**config.mk**
```make
export PLATFORM = sky130hd
export DESIGN_NAME = redmule_mesh_l2_burst_mgr
export DESIGN_NICKNAME = d
export VERILOG_FILES = /design/src/rtl/redmule_mesh_l2_burst_mgr.sv
export SDC_FILE = /design/constraint.sdc
export NUM_CORES = 1
export LEC_CHECK = 0
export ABC_CLOCK_PERIOD_IN_PS = 3900
export CAP_MARGIN = 20
export CORE_AREA = 5 5 135 137
export CTS_CLUSTER_DIAMETER = 150
export DETAILED_ROUTE_END_ITERATION = 8
export DIE_AREA = 0 0 140 142
export HOLD_SLACK_MARGIN = 0.02
export PLACE_DENSITY = 0.86
export SYNTH_ARGS = -nofsm -noshare
export SYNTH_HDL_FRONTEND = slang
export SYNTH_SLANG_ARGS = --single-unit
```
**constraint.sdc**
```tcl
create_clock -name clk_i -period 3.9 [get_ports clk_i]
set_input_delay 0.39 -clock clk_i [delete_from_list [all_inputs] [get_ports clk_i]]
set_output_delay 0.39 -clock clk_i [all_outputs]
set_load 0.1 [all_outputs]
```
**src/rtl/redmule_mesh_l2_burst_mgr.sv**
```systemverilog
`default_nettype none
// +--------------------------------------------------------------------------+
// | redmule_mesh_l2_burst_mgr: single-outstanding AXI4 INCR burst manager     |
// | Optional stats outputs with `define REDMULE_MESH_L2_MGR_STATS_EN         |
// | Revision: 1.0                                                            |
// +--------------------------------------------------------------------------+

package redmule_mesh_l2_burst_mgr_pkg;
  typedef struct packed {
    logic [3:0]  id;
    logic [31:0] addr;
    logic [7:0]  len;
    logic [2:0]  size;
    logic [1:0]  burst;
    logic        lock;
    logic [3:0]  cache;
    logic [2:0]  prot;
    logic [3:0]  qos;
    logic [3:0]  region;
    logic [5:0]  atop;
    logic [0:0]  user;
  } axi_l2_vip_aw_chan_t;

  typedef struct packed {
    logic [3:0]  id;
    logic [31:0] addr;
    logic [7:0]  len;
    logic [2:0]  size;
    logic [1:0]  burst;
    logic        lock;
    logic [3:0]  cache;
    logic [2:0]  prot;
    logic [3:0]  qos;
    logic [3:0]  region;
    logic [0:0]  user;
  } axi_l2_vip_ar_chan_t;

  typedef struct packed {
    logic [31:0] data;
    logic [3:0]  strb;
    logic        last;
    logic [0:0]  user;
  } axi_l2_vip_w_chan_t;

  typedef struct packed {
    logic [3:0] id;
    logic [1:0] resp;
    logic [0:0] user;
  } axi_l2_vip_b_chan_t;

  typedef struct packed {
    logic [3:0]  id;
    logic [31:0] data;
    logic [1:0]  resp;
    logic        last;
    logic [0:0]  user;
  } axi_l2_vip_r_chan_t;

  typedef struct packed {
    axi_l2_vip_aw_chan_t aw;
    logic                aw_valid;
    axi_l2_vip_w_chan_t  w;
    logic                w_valid;
    logic                b_ready;
    axi_l2_vip_ar_chan_t ar;
    logic                ar_valid;
    logic                r_ready;
  } axi_l2_vip_req_t;

  typedef struct packed {
    logic               aw_ready;
    logic               ar_ready;
    logic               w_ready;
    logic               b_valid;
    axi_l2_vip_b_chan_t b;
    logic               r_valid;
    axi_l2_vip_r_chan_t r;
  } axi_l2_vip_rsp_t;
endpackage

module redmule_mesh_l2_burst_mgr
  import redmule_mesh_l2_burst_mgr_pkg::*;
#(
  parameter int unsigned ADDR_W    = 32,
  parameter int unsigned DATA_W    = 32,
  parameter int unsigned AXI_ID    = 0,
  parameter type         axi_req_t = axi_l2_vip_req_t,
  parameter type         axi_rsp_t = axi_l2_vip_rsp_t
) (
  input  logic                clk_i,
  input  logic                rst_ni,
  input  logic                cmd_valid_i,
  output logic                cmd_ready_o,
  input  logic                cmd_we_i,
  input  logic [ADDR_W-1:0]   cmd_addr_i,
  input  logic [7:0]          cmd_len_i,
  input  logic                wdata_valid_i,
  output logic                wdata_ready_o,
  input  logic [DATA_W-1:0]   wdata_i,
  input  logic [DATA_W/8-1:0] wstrb_i,
  output logic                rdata_valid_o,
  input  logic                rdata_ready_i,
  output logic [DATA_W-1:0]   rdata_o,
  output logic                rdata_last_o,
  output logic                done_o,
  output logic                err_o,
  output logic                busy_o,
  output axi_req_t            axi_req_o,
  input  axi_rsp_t            axi_rsp_i
`ifdef REDMULE_MESH_L2_MGR_STATS_EN
  ,
  output logic [15:0]         stats_wr_o,
  output logic [15:0]         stats_rd_o,
  output logic [15:0]         stats_err_o
`endif
);

  localparam int unsigned STRB_W   = DATA_W / 8;
  localparam int unsigned OFF_W    = $clog2(STRB_W);
  localparam logic [31:0] AXI_ID_L = AXI_ID;

  typedef enum logic [2:0] {
    S_IDLE, S_AW, S_W, S_B, S_AR, S_R, S_DONE
  } state_e;

  state_e            state_q, state_d;
  logic [ADDR_W-1:0] addr_q, addr_d;
  logic [7:0]        len_q, len_d;
  logic [7:0]        cnt_q, cnt_d;
  logic              err_q, err_d;
  logic              we_q, we_d;
  logic              ill_q, ill_d;

  // Burst end is formed one bit wider so a wrap past the top of memory still flags a crossing.
  logic [ADDR_W:0] span;
  logic [ADDR_W:0] burst_end;
  logic            cmd_illegal;

  assign span        = (ADDR_W+1)'(cmd_len_i) + (ADDR_W+1)'(1);
  assign burst_end   = {1'b0, cmd_addr_i} + (span << OFF_W) - (ADDR_W+1)'(1);
  assign cmd_illegal = (cmd_addr_i[OFF_W-1:0] != '0) ||
                       (burst_end[ADDR_W:12] != {1'b0, cmd_addr_i[ADDR_W-1:12]});

  logic unused_bits;
  assign unused_bits = ^{axi_rsp_i, burst_end[11:0]};

  always_ff @(posedge clk_i or negedge rst_ni) begin
    if (!rst_ni) begin
      state_q <= S_IDLE;
      addr_q  <= '0;
      len_q   <= '0;
      cnt_q   <= '0;
      err_q   <= 1'b0;
      we_q    <= 1'b0;
      ill_q   <= 1'b0;
    end else begin
      state_q <= state_d;
      addr_q  <= addr_d;
      len_q   <= len_d;
      cnt_q   <= cnt_d;
      err_q   <= err_d;
      we_q    <= we_d;
      ill_q   <= ill_d;
    end
  end

  always_comb begin
    state_d       = state_q;
    addr_d        = addr_q;
    len_d         = len_q;
    cnt_d         = cnt_q;
    err_d         = err_q;
    we_d          = we_q;
    ill_d         = ill_q;
    cmd_ready_o   = 1'b0;
    wdata_ready_o = 1'b0;
    rdata_valid_o = 1'b0;
    rdata_o       = axi_rsp_i.r.data;
    rdata_last_o  = axi_rsp_i.r.last;

    axi_req_o          = '0;
    axi_req_o.aw.id    = AXI_ID_L[$bits(axi_req_o.aw.id)-1:0];
    axi_req_o.aw.addr  = addr_q;
    axi_req_o.aw.len   = len_q;
    axi_req_o.aw.size  = 3'(OFF_W);
    axi_req_o.aw.burst = 2'b01;
    axi_req_o.ar.id    = AXI_ID_L[$bits(axi_req_o.ar.id)-1:0];
    axi_req_o.ar.addr  = addr_q;
    axi_req_o.ar.len   = len_q;
    axi_req_o.ar.size  = 3'(OFF_W);
    axi_req_o.ar.burst = 2'b01;
    axi_req_o.w.data   = wdata_i;
    axi_req_o.w.strb   = wstrb_i;
    axi_req_o.w.last   = (cnt_q == len_q);

    unique case (state_q)
      S_IDLE: begin
        cmd_ready_o = 1'b1;
        if (cmd_valid_i) begin
          addr_d  = cmd_addr_i;
          len_d   = cmd_len_i;
          we_d    = cmd_we_i;
          cnt_d   = '0;
          err_d   = cmd_illegal;
          ill_d   = cmd_illegal;
          state_d = cmd_illegal ? S_DONE : (cmd_we_i ? S_AW : S_AR);
        end
      end
      S_AW: begin
        axi_req_o.aw_valid = 1'b1;
        if (axi_rsp_i.aw_ready) state_d = S_W;
      end
      S_W: begin
        axi_req_o.w_valid = wdata_valid_i;
        wdata_ready_o     = axi_rsp_i.w_ready;
        if (wdata_valid_i && axi_rsp_i.w_ready) begin
          cnt_d = cnt_q + 8'd1;
          if (cnt_q == len_q) state_d = S_B;
        end
      end
      S_B: begin
        axi_req_o.b_ready = 1'b1;
        if (axi_rsp_i.b_valid) begin
          if (axi_rsp_i.b.resp != 2'b00) err_d = 1'b1;
          state_d = S_DONE;
        end
      end
      S_AR: begin
        axi_req_o.ar_valid = 1'b1;
        if (axi_rsp_i.ar_ready) state_d = S_R;
      end
      S_R: begin
        axi_req_o.r_ready = rdata_ready_i;
        rdata_valid_o     = axi_rsp_i.r_valid;
        if (axi_rsp_i.r_valid && rdata_ready_i) begin
          cnt_d = cnt_q + 8'd1;
          if (axi_rsp_i.r.resp != 2'b00) err_d = 1'b1;
          // A misplaced or missing RLAST is an error; beat len always closes the burst.
          if (axi_rsp_i.r.last != (cnt_q == len_q)) err_d = 1'b1;
          if (axi_rsp_i.r.last || (cnt_q == len_q)) state_d = S_DONE;
        end
      end
      S_DONE: state_d = S_IDLE;
      default: state_d = S_IDLE;
    endcase
  end

  assign done_o = (state_q == S_DONE);
  assign err_o  = err_q;
  assign busy_o = (state_q != S_IDLE);

`ifdef REDMULE_MESH_L2_MGR_STATS_EN
  logic [15:0] stats_wr_q, stats_rd_q, stats_err_q;

  always_ff @(posedge clk_i or negedge rst_ni) begin
    if (!rst_ni) begin
      stats_wr_q  <= '0;
      stats_rd_q  <= '0;
      stats_err_q <= '0;
    end else if (state_q == S_DONE) begin
      if (!ill_q && we_q && (stats_wr_q != 16'hFFFF))   stats_wr_q  <= stats_wr_q + 16'd1;
      if (!ill_q && !we_q && (stats_rd_q != 16'hFFFF))  stats_rd_q  <= stats_rd_q + 16'd1;
      if (err_q && (stats_err_q != 16'hFFFF))           stats_err_q <= stats_err_q + 16'd1;
    end
  end

  assign stats_wr_o  = stats_wr_q;
  assign stats_rd_o  = stats_rd_q;
  assign stats_err_o = stats_err_q;
`endif

endmodule
`default_nettype wire
```
==> results by stage, run 1 <==
Power:
- The peak ir drop on the vdd network is 0.000625 V.
- Power spread over the standard cell area amounts to 792 mW/mm².
- The standby leakage power is 3.55 nW.

Logic synthesis:
- After synthesis, the share of flip-flops with an asynchronous set or reset is 100%.
- Synthesis produced 784 cells.
- The register area share after synthesis is 20.6%.
- The most common flop cell mapped by yosys is dfrtp_1.
- Counting flops with a built-in enable in the synthesized netlist gives 0.
- The fraction of post-synthesis cell area in the top cell type by area is 20.6%.
- The synthesis warning total is 0.
- The number of unique standard cell types used by synthesis is 61.
- By area the synthesized netlist is led by dfrtp_1 21%, buf_4 21%, ha_1 8.3%.
- After synthesis, the mean cell area works out to 8.04 µm².
- dfrtp_1 takes more of the synthesized area than any other cell.
- The post-synthesis instance area is 0.00630 mm².
- Counting flops and latches in the post-synthesis netlist gives 52.

Layout:
- The library cells used most frequently in the layout, excluding fill and tap cells, are 139 x clkdlybuf4s50_1, 72 x buf_4, 59 x conb_1.
- Of the cells placed in the final design, the portion with a size suffix greater than 1 is 18.5%.
- The number of inserted diodes is 0.
- The area growth from synthesis to layout is 23.2%.
- For this run, the share of the core covered by cells in the final layout is 45.8%.
- The final cell count without fillers is 1,097.
- The most frequent standard cell in the layout excluding fill and tap cells is clkdlybuf4s50_1.
- The number of nets at the end of the flow is 1,047.

Floorplan:
- The number of placed I/O pins is 354.
- The die is 140 µm wide.
- The starting density of the core is 37.2%.
- The core outline area is 0.0169 mm².
- The total number of placement rows is 48.
- Measured along the y axis, the die boundary spans 142 µm.
- The area of the die is 0.0199 mm².

Setup path:
- Along the worst path, the maximum fanout reaches 5.
- STA puts the critical path data required time at 4.06 ns.
- The type of the setup path with the least slack is input port to flop.
- The kind of end point of the critical path is a flop.
- The worst endpoint data arrival time is 3.92 ns.
- The kind of launch point of the worst setup path is an input port.

STA:
- The final count of hold timing violations came to 0.
- Static timing analysis puts the maximum clock frequency at 0.267 GHz.
- Setup total negative slack on the finished layout was measured at 0 ns.
- The final worst-path setup slack is 0.148 ns.
- Setup violations remaining at the end of the flow were counted as 0.
- The final hold slack is 0.00457 ns.
- The worst max-slew margin expressed relative to the limit is 30.1%.
- The final max-slew violation count is 0.
- The transition time at the pin with the least slew margin is 1.05 ns.
- The minimum clock period after layout is 3.75 ns.
- The period utilization is 96.2%.
- The setup clock skew after layout is 0.00802 ns.

Placed design:
- The port buffer count is 148.
- At the placement stage, the worst setup path has a slack of -0.524 ns.
- The wire-length estimate of the detail-placed layout is 15,400 µm.
- Routability-driven placement finished with a final weighted congestion of 0.953.
- The cell total after placement is 1,086.

Route:
- The post-detailed-route wirelength per cell is 17.3 µm.
- The remaining routing DRC violations is 0.
- For this run, the detailed router's first-pass iteration total came to 5.
- The number of vias per cell is 5.15.
- The detailed-route via count is 5,650.
- The detail route stage leaves a number of antenna-violating nets equal to 0.
- The initial detailed-routing violation count is 463.
- Wires add up to 19,000 µm.

Clock network:
- The number of sinks handled by clock tree synthesis is 52.
- The H-tree generated during clock tree synthesis spans 2 levels.
- In this run the clock root is driven by a clkbuf_16.
- The clock passes through at most 2 buffers.
- The later pin in the worst-skew pair is clocked with a latency of 0.32 ns.
- The clock slew at the register clock pins of the worst setup and hold paths is 0.09 ns.
- Buffers inserted to repair hold after CTS numbered 0.
- Buffers inserted during clock tree synthesis total 5.
- TritonCTS built the clock tree.

Global routing:
- The total global routing track utilization is 18.0%.
- The first global-routing pass estimated 29,100 µm of wire.
- Global routing finished with a remaining overflow of 0.
- The number of antenna violations at the first check in global routing is 0.
- The maximum number of pins on one net before global-route repair is 43.
- The number of global-route vias before repair was 5,501.

Min path:
- The worst hold path belongs to the class input port to asynchronous set/reset pin.

Status:
- The run finished with clean final reports.

Flow run:
- The total of max-cap violations is 0.
## state kept, by name, summed over array words and instances, names as in the netlist
| name | count |
|---|---|
| state_q | 3 |
| len_q | 8 |
| cnt_q | 8 |
| addr_q | 32 |
| err_o | 1 |
## what timing repair did
item	in CTS	in global routing
gates resized for setup	14	29
pin swaps	3	18
buffers inserted	1	2
endpoints found under the setup margin	4	4
## final timing paths
kind | startpoint | endpoint | slack [ns] | cells past startpoint
setup / recovery | cmd_len_i[3] | err_o | 0.15 | 17
hold / removal | rst_ni | addr_q[25] | 0.005 | 1
setup reg to reg | cnt_q[1] | state_q[0] | 1.22 | 11
hold reg to reg | addr_q[14] | addr_q[14] | 0.53 | 1
max in group asynchronous | rst_ni | addr_q[6] | 3.03 | 2
min in group clk_i | cmd_len_i[2] | len_q[2] | 0.51 | 3
## per-stage QoR
step                power (mW)  instance area, µm²
detailed placement        5.53                7370
CTS                       6.12                7600
floorplan                 5.04                6520
global route              6.36                7760
global placement          5.48                7370
finish                    6.15                7760
## worst max-delay path, stage by stage
cell and delay, ns:
clkdlybuf4s50_1 0.47, and4_1 0.20, nand4_1 0.13, xor2_1 0.17, ha_1 0.28, inv_1 0.06, ha_4 0.27, a21oi_4 0.17
buf_4 0.13, o21ai_1 0.09, a2bb2oi_1 0.20, nand4_1 0.12, nor4_1 0.18, nand4_1 0.13, a2111o_1 0.48, nor4_4 0.33
a21oi_1 0.10
## cell type report
class | instances | area (µm²)
Inverter | 57 | 214
Clock inverter | 3 | 46.3
Fill cell | 1594 | 9170
Clock buffer | 5 | 125
Tap cell | 225 | 282
Timing Repair Buffer | 217 | 2000
Sequential cell | 52 | 1300
Multi-Input combinational cell | 538 | 3800
## logic make-up after synthesis
logic type | Yosys count | share of synthesized area [%]
AO/OA/AOI/OAI | 154 | 16.1
XOR/XNOR | 44 | 6.11
adder cells (fa/ha/maj) | 42 | 8.34
buffers and inverters | 251 | 25.5
flip-flops | 52 | 20.6
multiplexers | 46 | 8.14
other | 2 | 0.119
AND/OR/NAND/NOR | 193 | 15.1
## cell usage after synthesis, types with 3 or more instances
cell         n
a21oi_1     46
xor2_1      29
buf_4      173
nand4b_1     3
o21ai_1      9
buf_2       10
xnor2_1     15
a21oi_2      3
o21a_1       8
a31oi_1      5
a21o_1       7
nor4_1       5
nor3_1       9
clkbuf_1    11
o21ai_0     25
nand4_1     19
o21bai_1     3
dfrtp_1     52
a2111oi_0    3
and2_1       5
nor2b_1      4
mux2i_1      4
a211oi_1     7
nor2_1      52
a2bb2oi_1    3
mux2_2      42
and3_1       9
nand2b_1     5
nand3_1     15
a22oi_1      6
ha_1        42
nand2_1     56
inv_1       57
a211o_1      3
## routing by layer
metal | GRT usage [%] | vias up | share of wire (%)
met2 | 30.6 | 275 | 48
met4 | 6.27 | 0 | 3.2
met1 | 21.6 | 2658 | 40
met5 | 0 | - | 0
li1 | - | 2664 | -
met3 | 5.54 | 53 | 8.9
## power breakdown
part | switching (mW) | internal (mW)
sequential | 0.193 | 0.736
clock | 0.252 | 0.308
combinational | 3.57 | 1.09
total | 4.01 | 2.13
Power figures use the tool's default switching activity.
==> run 2, diff against run 1 <==
Settings changed: CORE_AREA 5 5 135 137 to unset, CORE_ASPECT_RATIO set to 0.7, CORE_MARGIN set to 5, CORE_UTILIZATION set to 43, DIE_AREA 0 0 140 142 to unset, PLACE_DENSITY 0.86 to 0.95.
==> run 2 against run 1 <==
  * Sequential share of layout area rose by 0.20 points
  * Register-to-register slack got worse by 0.08 ns
  * Clock power is 3.7% lower
  * Via count up 0.58%
  * Largest cell class unchanged
  * Clock skew down 0.0020 ns
  * Clock-buffer cell count unchanged
  * Worst hold slack improved by 0.49 ns
  * First-iteration DRC count rose by 2.8%
  * Combinational power is essentially flat
  * Die area is 13% lower
  * Critical endpoint is now state_q[0]
==> results by stage, run 2 (synthesized netlist as in run 1, its figures left out) <==
STA:
- The final setup violation count was 0 (unchanged).
- The minimum clock period after layout is 3.77 ns (was 3.75 ns).
- The final count of hold timing violations was 0 (unchanged).
- The worst max-slew margin expressed relative to the limit was 33.5% (was 30.1%).
- The period utilization is 96.6% (was 96.2%).
- The final worst-path setup slack is 0.131 ns (was 0.148 ns).
- The final max-slew violation count is 0 (unchanged).
- The transition time at the pin with the least slew margin is 0.995 ns (was 1.05 ns).
- The setup clock skew after layout is 0.00606 ns (was 0.00802 ns).
- The maximum achievable frequency is 0.265 GHz (was 0.267 GHz).

Setup path:
- The worst endpoint data arrival time is 3.99 ns (was 3.92 ns).
- The library cell contributing the largest single delay on the critical path is clkdlybuf4s50_1 (was a2111o_1).
- The kind of end point of the critical path is a flop (unchanged).
- The family of cells with the greatest summed delay on the critical path is simple AND/OR/NAND/NOR gates (unchanged).
- The type of the setup path with the least slack was input port to flop (unchanged).
- The sum of buffers and inverters on the critical path was 4 (was 3).
- Chain of cells forming the critical path: clkdlybuf4s50_1 > nand2_2 > nor2_4 > nand3_1 > ha_1 > inv_1 > ha_1 > buf_4 > nand2_1 > buf_4 > nor2_1 > o21ai_1 > a21oi_2 > or4b_1 > a2111o_1 > nor4_4 > o2bb2ai_1 (was clkdlybuf4s50_1 > and4_1 > nand4_1 > xor2_1 > ha_1 > inv_1 > ha_4 > a21oi_4 > buf_4 > o21ai_1 > a2bb2oi_1 > nand4_1 > nor4_1 > nand4_1 > a2111o_1 > nor4_4 > a21oi_1).
- The kind of launch point of the worst setup path is an input port (unchanged).
- The maximum fanout count along the critical path came to 4 (was 5).
- The minimum setup slack among reg-to-reg paths is 1.14 ns (was 1.22 ns).
- The critical path data required time came to 4.12 ns (was 4.06 ns).
- The peak per-stage delay on the critical path is 0.54 ns (was 0.48 ns).

Global routing:
- The number of antenna violations at the first check in global routing came to 1 (was 0).
- The maximum number of pins on one net before global-route repair came to 39 (was 43).
- The met2 usage is 30.1% (was 30.6%).
- The met1 demand-to-capacity share in global routing came to 30.8% (was 21.6%).
- The global-route wire length before repair is 29,200 µm (was 29,100 µm).
- The global routing met3 resource utilization is 7.06% (was 5.54%).
- The total congestion overflow was 0 (unchanged).
- The total global routing track utilization is 21.1% (was 18.0%).
- The most used routing layer in global routing is met1 (was met2).
- The number of global-route vias before repair was 5,413 (was 5,501).

Power:
- The combinational power share is 76.0% (was 75.8%).
- The switching part of the total power came to 65.4% (was 65.3%).
- The cell-internal power is 2.12 mW (was 2.13 mW).
- The register share of total power is 15.2% (was 15.1%).
- The switching component of the power is 4.01 mW (about the same).
- The standby leakage power is 3.53 nW (was 3.55 nW).
- The power density over the cells is 799 mW/mm² (was 792 mW/mm²).
- The peak ir drop on the vdd network is 0.000786 V (was 0.000625 V).
- The clock network power share came to 8.8% (was 9.1%).

Floorplan:
- The core outline area came to 0.0145 mm² (was 0.0169 mm²).
- The number of placed I/O pins is 354 (unchanged).
- The total number of placement rows came to 37 (was 48).
- The vertical die dimension was 111 µm (was 142 µm).
- The die width is 155 µm (was 140 µm).
- The area of the die is 0.0172 mm² (was 0.0199 mm²).
- The starting density of the core is 43.4% (was 37.2%).

Layout:
- The share of the core filled with cells is 52.8% (was 45.8%).
- The cell area after layout is 0.00767 mm² (was 0.00776 mm²).
- The number of nets at the end of the flow was 1,043 (was 1,047).
- Largest registers: addr_q: 32 flops, cnt_q: 8 flops, len_q: 8 flops (unchanged).
- The number of flip-flops in the largest register is 32 (unchanged).
- The most frequent standard cell in the layout excluding fill and tap cells is clkdlybuf4s50_1 (unchanged).
- The area added between synthesis and finish came to 21.7% (was 23.2%).
- The number of inserted diodes is 0 (unchanged).
- The fraction of layout instances using a drive strength above 1 is 17.6% (was 18.5%).
- Leading cell types in the layout, fill and taps excluded: 137 x clkdlybuf4s50_1, 67 x buf_4, 59 x conb_1 (was 139 x clkdlybuf4s50_1, 72 x buf_4, 59 x conb_1).
- The register with the most flip-flops is addr_q (unchanged).

Route:
- The number of nets with antenna violations after detailed routing is 0 (unchanged).
- The final wirelength is 19,300 µm (was 19,000 µm).
- The number of detailed-routing iterations run before antenna repair is 5 (unchanged).
- The post-detailed-route wirelength per cell came to 18.2 µm (was 17.3 µm).
- The detailed-route via count was 5,683 (was 5,650).
- The number of vias per cell is 5.35 (was 5.15).
- The remaining routing DRC violations was 0 (unchanged).
- The initial detailed-routing violation count is 476 (was 463).

Placed design:
- The worst slack at placement is -0.631 ns (was -0.524 ns).
- The port buffer count is 148 (unchanged).
- The half-perimeter wire length after detailed placement came to 15,700 µm (was 15,400 µm).
- The standard cell area after detailed placement came to 0.00730 mm² (was 0.00737 mm²).
- The last weighted congestion value of the routability-driven placer is 1.00 (was 0.953).

Clock network:
- The CTS tree is built (unchanged).
- The buffer type at the clock tree root is clkbuf_16 (unchanged).
- The number of buffers on the longest clock path was 2 (unchanged).
- The count of H-tree levels built during CTS is 2 (unchanged).
- The source-to-sink clock delay at the later pin of the worst-skew pair is 0.30 ns (was 0.32 ns).
- The number of CTS-inserted buffers is 5 (unchanged).
- The number of sinks handled by clock tree synthesis is 52 (unchanged).
- The clock slew at the register clock pins of the worst setup and hold paths is 0.08 ns (was 0.09 ns).

Flow run:
- The total of max-cap violations was 0 (unchanged).

Min path:
- The path class of the lowest-slack min-delay path is input port to flop (was input port to asynchronous set/reset pin).

Status:
- Result of the run: complete, no violations (unchanged).
[run 2: power groups by stage]
stage / combinational, mW / clock [mW] / sequential [mW]
after CTS: 4.62 / 0.550 / 0.938
after detailed placement: 4.59 / 0 / 0.943
after global routing: 4.80 / 0.564 / 0.973
after floorplan: 2.85 / 0 / 2.20
final: 4.66 / 0.539 / 0.934
after global placement: 4.56 / 0 / 0.928
[run 2: metal layers]
| layer | share of wire [%] | vias up |
|---|---|---|
| met5 | 0.067 | - |
| met4 | 1.4 | 2 |
| met3 | 11 | 39 |
| met2 | 42 | 341 |
| met1 | 45 | 2658 |
| li1 | - | 2643 |
[run 2: worst paths after layout]
path                              start    endpoint  cells after the start
max                        cmd_len_i[5]  state_q[0]                     17
min                        cmd_len_i[2]    len_q[2]                      3
max reg2reg                    cnt_q[0]  state_q[1]                     10
min reg2reg                  addr_q[30]  addr_q[30]                      1
max in group asynchronous        rst_ni    cnt_q[6]                      3
min in group asynchronous        rst_ni  addr_q[21]                      2
[run 2: metrics by stage]
stage	TNS [ns]	instances	power, mW	hold slack [ns]
5_1_grt	-0.0136	1063	6.33	0.520
3_3_place_gp	-2.30	1052	5.49	0.319
3_5_place_dp	-2.41	1052	5.53	0.318
6_report	0	1063	6.13	0.499
4_1_cts	0	1063	6.10	0.527
2_1_floorplan	0	841	5.04	0.0944
[run 2: area by class of cell]
class | count | area (µm²)
Inverter | 57 | 214
Clock buffer | 5 | 125
Fill cell | 1336 | 6860
Multi-Input combinational cell | 538 | 3780
Sequential cell | 52 | 1300
Timing Repair Buffer | 213 | 1960
Clock inverter | 3 | 46.3
Tap cell | 195 | 244
[run 2: timing repair]
action                                  in CTS  in global routing
buffers inserted                             2                  0
resized for setup                           15                 28
endpoints found under the setup margin       4                  4
endpoints found under the hold margin       14                  0
pin swaps                                    8                  9
hold buffers                                 1                  0
[run 2: worst register-to-register path, stage by stage (launching register included)]
cell and delay, ns:
dfrtp_1 0.47, xor2_1 0.21, nor4_1 0.40, nand4_1 0.22, ha_1 0.25, nand2_1 0.05, o21ai_0 0.09, a21oi_1 0.23
o31ai_1 0.19, a211oi_1 0.38, o31ai_2 0.12
